<file path="config.mk">
export PLATFORM = sky130hd
export DESIGN_NAME = swap_counter_pair
export DESIGN_NICKNAME = d
export VERILOG_FILES = /design/src/rtl/swap_counter_pkg.sv /design/src/rtl/swap_counter_pair_sat_step.sv /design/src/rtl/swap_counter_pair.sv
export SDC_FILE = /design/constraint.sdc
export NUM_CORES = 1
export LEC_CHECK = 0
export ABC_AREA = 1
export CAP_MARGIN = 20
export CELL_PAD_IN_SITES_DETAIL_PLACEMENT = 1
export CELL_PAD_IN_SITES_GLOBAL_PLACEMENT = 2
export CORE_UTILIZATION = 31
export DETAILED_ROUTE_END_ITERATION = 12
export GPL_TIMING_DRIVEN = 0
export PLACE_DENSITY = 0.91
export RECOVER_POWER = 100
export SLEW_MARGIN = 20
export SYNTH_ARGS = -nofsm -noshare
export SYNTH_HDL_FRONTEND = slang
export SYNTH_HIERARCHICAL = 1
export SYNTH_SLANG_ARGS = --single-unit
export TNS_END_PERCENT = 1
</file>
<file path="constraint.sdc">
create_clock -name clock -period 2.6 [get_ports clock]
set_clock_uncertainty 0.05 [all_clocks]
set_input_delay 0.52 -clock clock [delete_from_list [all_inputs] [get_ports clock]]
set_output_delay 0.52 -clock clock [all_outputs]
set_load 0.1 [all_outputs]
</file>
<file path="src/rtl/swap_counter_pkg.sv">
// ============================================================================
// Module : swap_counter_pkg
// Brief  : Shared operation encoding and decode for swap_counter_pair.
// Rev    : 1.0 - initial release
// ============================================================================
`default_nettype none

package swap_counter_pkg;

  typedef enum logic [1:0] {
    OP_HOLD  = 2'd0,
    OP_COUNT = 2'd1,
    OP_SWAP  = 2'd2,
    OP_LOAD  = 2'd3
  } op_e;

  localparam logic c_DIR_UP   = 1'b0;
  localparam logic c_DIR_DOWN = 1'b1;

  // Fixed priority: load beats swap beats count; load ignores enable.
  function automatic op_e op_select(input logic load, input logic enable, input logic swap);
    op_e op;
    if (load)                op = OP_LOAD;
    else if (enable && swap) op = OP_SWAP;
    else if (enable)         op = OP_COUNT;
    else                     op = OP_HOLD;
    return op;
  endfunction

endpackage

`default_nettype wire

</file>
<file path="src/rtl/swap_counter_pair_sat_step.sv">
// ============================================================================
// Module : sat_step
// Brief  : Combinational add/sub of a step with wrap or saturate behaviour.
// Rev    : 1.0 - initial release
// ============================================================================
`default_nettype none

module sat_step
  import swap_counter_pkg::*;
#(
  parameter int WIDTH = 4
) (
  input  logic [WIDTH-1:0] operand,
  input  logic [WIDTH-1:0] step,
  input  logic             dir,
  input  logic             sat_mode,
  output logic [WIDTH-1:0] result,
  output logic             evt
);

  logic [WIDTH:0]   w_sum;
  logic [WIDTH-1:0] w_diff;
  logic             w_unf;

  always_comb begin
    w_sum  = {1'b0, operand} + {1'b0, step};
    w_diff = operand - step;
    w_unf  = (step > operand);
    result = operand;
    evt    = 1'b0;
    if (dir == c_DIR_UP) begin
      evt    = w_sum[WIDTH];
      result = (sat_mode && w_sum[WIDTH]) ? {WIDTH{1'b1}} : w_sum[WIDTH-1:0];
    end else begin
      evt    = w_unf;
      result = (sat_mode && w_unf) ? {WIDTH{1'b0}} : w_diff;
    end
  end

endmodule

`default_nettype wire

</file>
<file path="src/rtl/swap_counter_pair.sv">
// ============================================================================
// Module : swap_counter_pair
// Brief  : Up/down counter pair with step, wrap/saturate, load, swap and
//          registered wrap flags. Define SWAP_COUNTER_EQ_EN for the equal port.
// Rev    : 1.0 - initial release
// ============================================================================
`default_nettype none

module swap_counter_pair
  import swap_counter_pkg::*;
#(
  parameter int               WIDTH     = 4,
  parameter logic [WIDTH-1:0] UP_INIT   = '0,
  parameter logic [WIDTH-1:0] DOWN_INIT = '1
) (
  input  logic             clock,
  input  logic             reset_n,
  input  logic             enable,
  input  logic             load,
  input  logic [WIDTH-1:0] load_up,
  input  logic [WIDTH-1:0] load_down,
  input  logic             swap,
  input  logic [WIDTH-1:0] step,
  input  logic             sat_mode,
  output logic [WIDTH-1:0] upCount,
  output logic [WIDTH-1:0] downCount,
  output logic             up_wrap,
  output logic             down_wrap
`ifdef SWAP_COUNTER_EQ_EN
  ,
  output logic             equal
`endif
);

  logic [WIDTH-1:0] r_up;
  logic [WIDTH-1:0] r_down;
  logic             r_up_wrap;
  logic             r_down_wrap;

  op_e              w_op;
  logic [WIDTH-1:0] w_up_res;
  logic [WIDTH-1:0] w_down_res;
  logic             w_up_evt;
  logic             w_down_evt;
  logic [WIDTH-1:0] w_up_next;
  logic [WIDTH-1:0] w_down_next;
  logic             w_up_wrap_next;
  logic             w_down_wrap_next;

  sat_step #(.WIDTH(WIDTH)) u_up_step (
    .operand  (r_up),
    .step     (step),
    .dir      (c_DIR_UP),
    .sat_mode (sat_mode),
    .result   (w_up_res),
    .evt      (w_up_evt)
  );

  sat_step #(.WIDTH(WIDTH)) u_down_step (
    .operand  (r_down),
    .step     (step),
    .dir      (c_DIR_DOWN),
    .sat_mode (sat_mode),
    .result   (w_down_res),
    .evt      (w_down_evt)
  );

  always_comb begin
    w_op             = op_select(load, enable, swap);
    w_up_next        = r_up;
    w_down_next      = r_down;
    w_up_wrap_next   = 1'b0;
    w_down_wrap_next = 1'b0;
    case (w_op)
      OP_LOAD: begin
        w_up_next   = load_up;
        w_down_next = load_down;
      end
      OP_SWAP: begin
        w_up_next   = r_down;
        w_down_next = r_up;
      end
      OP_COUNT: begin
        w_up_next        = w_up_res;
        w_down_next      = w_down_res;
        w_up_wrap_next   = w_up_evt;
        w_down_wrap_next = w_down_evt;
      end
      default: ;
    endcase
  end

  always_ff @(posedge clock or negedge reset_n) begin
    if (!reset_n) begin
      r_up        <= UP_INIT;
      r_down      <= DOWN_INIT;
      r_up_wrap   <= 1'b0;
      r_down_wrap <= 1'b0;
    end else begin
      r_up        <= w_up_next;
      r_down      <= w_down_next;
      r_up_wrap   <= w_up_wrap_next;
      r_down_wrap <= w_down_wrap_next;
    end
  end

  assign upCount   = r_up;
  assign downCount = r_down;
  assign up_wrap   = r_up_wrap;
  assign down_wrap = r_down_wrap;

`ifdef SWAP_COUNTER_EQ_EN
  // Compared on next-state values so the flag lines up with the new counts.
  logic r_equal;

  always_ff @(posedge clock or negedge reset_n) begin
    if (!reset_n) r_equal <= (UP_INIT == DOWN_INIT);
    else          r_equal <= (w_up_next == w_down_next);
  end

  assign equal = r_equal;
`endif

endmodule

`default_nettype wire

</file>
==> Flow_metrics.wiki, run 1 <==
{| class="wikitable"
! Metric !! Value
|-
| Post-synthesis share of cell area spent on and, or, nand and nor gates || 32.7%
|-
| Pwr Density || 511 nW/µm²
|-
| Die X-Extent || 69.4 µm
|-
| Per-instance average area after synthesis || 6.97 µm²
|-
| Largest buffer count on any clock path || 2
|-
| Post-CTS resize count || 0
|-
| First-pass GRT wire length || 6510 µm
|-
| Level count of the clock H-tree || 1
|-
| Clock-pin slew reported for the worst setup and hold paths after clock tree synthesis || 50 ps
|-
| Hold depth || 2
|-
| Max Clock Freq || around 0.40 GHz
|-
| Final-report hold violation count || 0
|-
| Global route total overflow || 0
|-
| Buffer count from post-CTS setup fixing || 0
|-
| Clock share of power || a little over a fifth
|-
| DRC violation count after routing || 0
|-
| Master of the slowest instance on the critical path || sky130_fd_sc_hd__clkdlybuf4s50_1
|-
| All-Layer GR Usage || between 10% and 20%
|-
| Largest fanout of any net on the critical path || 6
|-
| Number of I/O pins || 28
|-
| Final setup violating endpoints || 0
|-
| Library cell used as clock root buffer || sky130_fd_sc_hd__clkbuf_8
|-
| FF/Latch Area || around 260 µm²
|-
| Detailed-route via count || 1,346
|-
| Initial drt markers || 44
|-
| Average routed wire per standard cell || 12.9 µm
|-
| Destination of the worst register-to-register timing path || downCount[0]$_DFFE_PN1P_
|-
| Initial Util || 32.4%
|-
| Filler Cell Count || roughly 560
|-
| Num Clock Sinks || 10
|-
| Hold-critical path endpoint || upCount[0]$_DFFE_PN0P_
|-
| Complex-gate fraction of the synthesized area || 10.7%
|-
| Final cycle utilization of the critical path || 97.4%
|-
| Gate family responsible for the most delay along the worst path || buffers and inverters
|-
| Post-DP HPWL || 3020 µm
|-
| Worst ir drop on vdd || approximately 0.3 mV
|-
| Count of distinct cell types in the synthesized netlist || 25
|-
| Seq pwr share || 22.5%
|-
| Final cell utilization of the core || 40.9%
|-
| Number of clock buffers inserted by TritonCTS || 3
|-
| Fraction of synthesized cell area in xor and xnor cells || 1.24%
|-
| Switching power total || 0.000424 W
|-
| Required @ worst endpoint || about 2000 ps
|-
| Flop and latch count out of synthesis || 10
|-
| Startpoint of the most critical register-to-register path || downCount[0]$_DFFE_PN1P_
|-
| Proportion of netlist area held by the largest area contributor || 14.2%
|-
| Cells on worst reg2reg path || 10
|-
| Share of post-route cells with drive strength above 1 || 10.7%
|-
| Worst R2R Setup Slack || 510 ps
|-
| Fraction of the yosys area taken by sequential cells || a little under a fifth
|-
| Fraction of power spent switching nets || 46.6%
|-
| Final RePlAce weighted congestion || around 0.74
|-
| Crit path launch type || flip-flop
|-
| Yosys warning total || 6
|-
| Relative max-transition margin || 35.0%
|-
| Post-synth top area cell || sky130_fd_sc_hd__ha_1
|-
| Total power after layout || 0.000911 W
|-
| Initial antenna violation count || 0
|-
| Arrival time of the worst setup path || 1960 ps
|-
| Most frequent cells in the layout || sky130_fd_sc_hd__nand2_1, sky130_fd_sc_hd__nand3_1, sky130_fd_sc_hd__inv_1, sky130_fd_sc_hd__clkdlybuf4s50_1
|-
| Adder-cell share of the synthesized area || 19.9%
|-
| Critical Setup Path Class || flip-flop to primary output
|-
| Dominant combinational cell family by area after synthesis || simple AND/OR/NAND/NOR gates
|-
| CP peak stage delay || 1140 ps
|-
| Number of global-route vias before repair || ~1,300
|-
| Unrepaired setup endpoints after global routing || false
|-
| Capturing element type of the critical path || primary output
|-
| Relative contribution of combinational cells to total power || 56.0%
|-
| Number of standard cells in the layout, taps in and fillers out || between 200 and 300
|-
| Chip Height || 69.4 µm
|-
| Post-Place Setup Slack || 18.3 ps
|-
| Core region area || between 4000 and 5000 µm²
|-
| Worst-margin pin slew || 972 ps
|-
| Maxcap violations || 0
|-
| Row count || 24
|-
| Synth area leaders || sky130_fd_sc_hd__ha_1, sky130_fd_sc_hd__nand3_1, sky130_fd_sc_hd__nand2_1
|-
| Pin count of the biggest net entering global routing || 11
|-
| Hold-fix buffers at CTS || 0
|-
| Area of combinational cells with multiple inputs || ~920 µm²
|-
| Result of the run || completed
|-
| Ordered cell list for the critical path || clkdlybuf4s50_1
|-
| Design internal power || roughly 0.0005 W
|-
| Number of antenna diodes || 0
|-
| Area growth, synth to finish || 26.5%
|-
| Final wirelength || 3670 µm
|-
| CTS tree || built
|-
| Synthesized instance count || 202
|-
| Post-Synthesis Cell Area || 1410 µm²
|-
| Number of input and output port buffers inserted || 25
|-
| Number of nets in the finished design || 272
|-
| Minimum period implied by the final worst setup slack || 2530 ps
|-
| Dpl cells || 281
|-
| Leakage dissipation || 0.960 nW
|-
| Final ANT Viol Nets || 0
|-
| Number of iterations in the first detailed-routing pass || 4
|-
| Final-layout setup total negative slack || 0 ps
|-
| Worst min-delay path class || flip-flop to flip-flop
|-
| Multiplexer share of the synthesized area || 0%
|-
| Die area || 4820 µm²
|-
| Routed via count divided by cell count || 4.72
|-
| Max-slew violation total from the final report || 0
|-
| Count of buffering cells on the critical path with inverters included || 1
|-
| Hold path startpoint || downCount[0]$_DFFE_PN1P_
|-
| Setup WS post-layout || 68.5 ps
|-
| Most common library cell in the layout ignoring fill and taps || sky130_fd_sc_hd__nand2_1
|-
| Worst-Skew Late Latency || between 200 and 250 ps
|}
-- stage by stage --
| step | hold WS (ps) | instance area [µm²] |
|---|---|---|
| after floorplan | 174 | 1420 |
| after global placement | 526 | 1730 |
| after detailed placement | 522 | 1730 |
| after CTS | 531 | 1790 |
| after global routing | 542 | 1780 |
| final | 524 | 1780 |
-- layout make-up --
type / instances / area share (%)
multi-input combinational: 151 / 51.5
clock buffer: 4 / 3.09
inverter: 38 / 9.83
buffer: 5 / 3.51
sequential: 10 / 14.3
timing repair buffer: 25 / 14.0
tap: 52 / 3.65
-- worst max path at each step --
stage / cells past startpoint / slack, ps / startpoint / end
2_1_floorplan: 12 / 270 / upCount[0]$_DFFE_PN0P_ / upCount[3]$_DFFE_PN0P_
3_3_place_gp: 12 / 7 / step[1] / upCount[3]$_DFFE_PN0P_
3_5_place_dp: 12 / 20 / step[1] / upCount[3]$_DFFE_PN0P_
4_1_cts: 1 / 50 / downCount[1]$_DFFE_PN1P_ / downCount[1]
5_1_grt: 1 / 20 / downCount[1]$_DFFE_PN1P_ / downCount[1]
6_report: 1 / 70 / downCount[1]$_DFFE_PN1P_ / downCount[1]
-- synth_stat cells --
master	number
sky130_fd_sc_hd__a21oi_1	16
sky130_fd_sc_hd__o21ai_1	2
sky130_fd_sc_hd__clkbuf_8	1
sky130_fd_sc_hd__nand2_2	5
sky130_fd_sc_hd__o211ai_1	2
sky130_fd_sc_hd__nor2_2	1
sky130_fd_sc_hd__xnor2_1	2
sky130_fd_sc_hd__a21oi_4	2
sky130_fd_sc_hd__nor2_8	1
sky130_fd_sc_hd__buf_6	3
sky130_fd_sc_hd__dfrtp_1	6
sky130_fd_sc_hd__nand2_1	46
sky130_fd_sc_hd__inv_2	2
sky130_fd_sc_hd__clkinv_4	1
sky130_fd_sc_hd__conb_1	2
sky130_fd_sc_hd__nor2_1	10
sky130_fd_sc_hd__dfstp_2	4
sky130_fd_sc_hd__ha_1	16
sky130_fd_sc_hd__nand4_1	2
sky130_fd_sc_hd__fa_1	4
sky130_fd_sc_hd__a31oi_1	2
sky130_fd_sc_hd__inv_1	33
sky130_fd_sc_hd__nand3_1	36
sky130_fd_sc_hd__bufinv_8	2
sky130_fd_sc_hd__buf_8	1
-- worst register-to-register path, cell delays in order (launching register included) --
cell	delay, ps
sky130_fd_sc_hd__dfstp_2	560
sky130_fd_sc_hd__inv_1	50
sky130_fd_sc_hd__ha_1	200
sky130_fd_sc_hd__fa_1	360
sky130_fd_sc_hd__inv_1	110
sky130_fd_sc_hd__nand3_1	100
sky130_fd_sc_hd__nand3_1	190
sky130_fd_sc_hd__nor2_1	60
sky130_fd_sc_hd__o21ai_0	160
sky130_fd_sc_hd__nand3_1	100
sky130_fd_sc_hd__nand3_1	90
-- kinds of logic (layout without fill, tap and decap cells) --
logic type,Yosys count,in the layout
fa+ha+maj,20,20
simple gates,101,101
buf+inv,43,72
other cells,2,4
xor+xnor,2,2
compound gates,24,24
flops,10,10
-- metal layers --
metal,vias to the layer above,global-route usage (%),part of all wire [%]
met1,603,24.3,52
met5,-,0,0
met3,2,3.78,4.8
met2,38,26.1,43
met4,0,1.36,0.22
li1,703,-,-
-- power by group through the flow --
stage	registers, W	clock network, W	logic, W
2_1_floorplan	0.000327	0	0.000265
6_report	0.000205	0.000196	0.000510
3_3_place_gp	0.000207	0	0.000510
5_1_grt	0.000209	0.000212	0.000563
3_5_place_dp	0.000208	0	0.000517
4_1_cts	0.000206	0.000201	0.000519
-- state kept, by name (all words and copies together) (netlist names) --
signal / count
downCount: 4
upCount: 4
down_wrap: 1
up_wrap: 1
(Power assumes the default switching activity.)
==> inputs of run 2 (changes only) <==
--- a/config.mk
+++ b/config.mk
@@ -10,6 +10,7 @@
 export CELL_PAD_IN_SITES_DETAIL_PLACEMENT = 1
 export CELL_PAD_IN_SITES_GLOBAL_PLACEMENT = 2
 export CORE_UTILIZATION = 31
+export CTS_CLUSTER_DIAMETER = 120
 export DETAILED_ROUTE_END_ITERATION = 12
 export GPL_TIMING_DRIVEN = 0
 export PLACE_DENSITY = 0.91
==> results of run 2 <==
The final DEF is identical to that of run 1; final timing and power are the same.
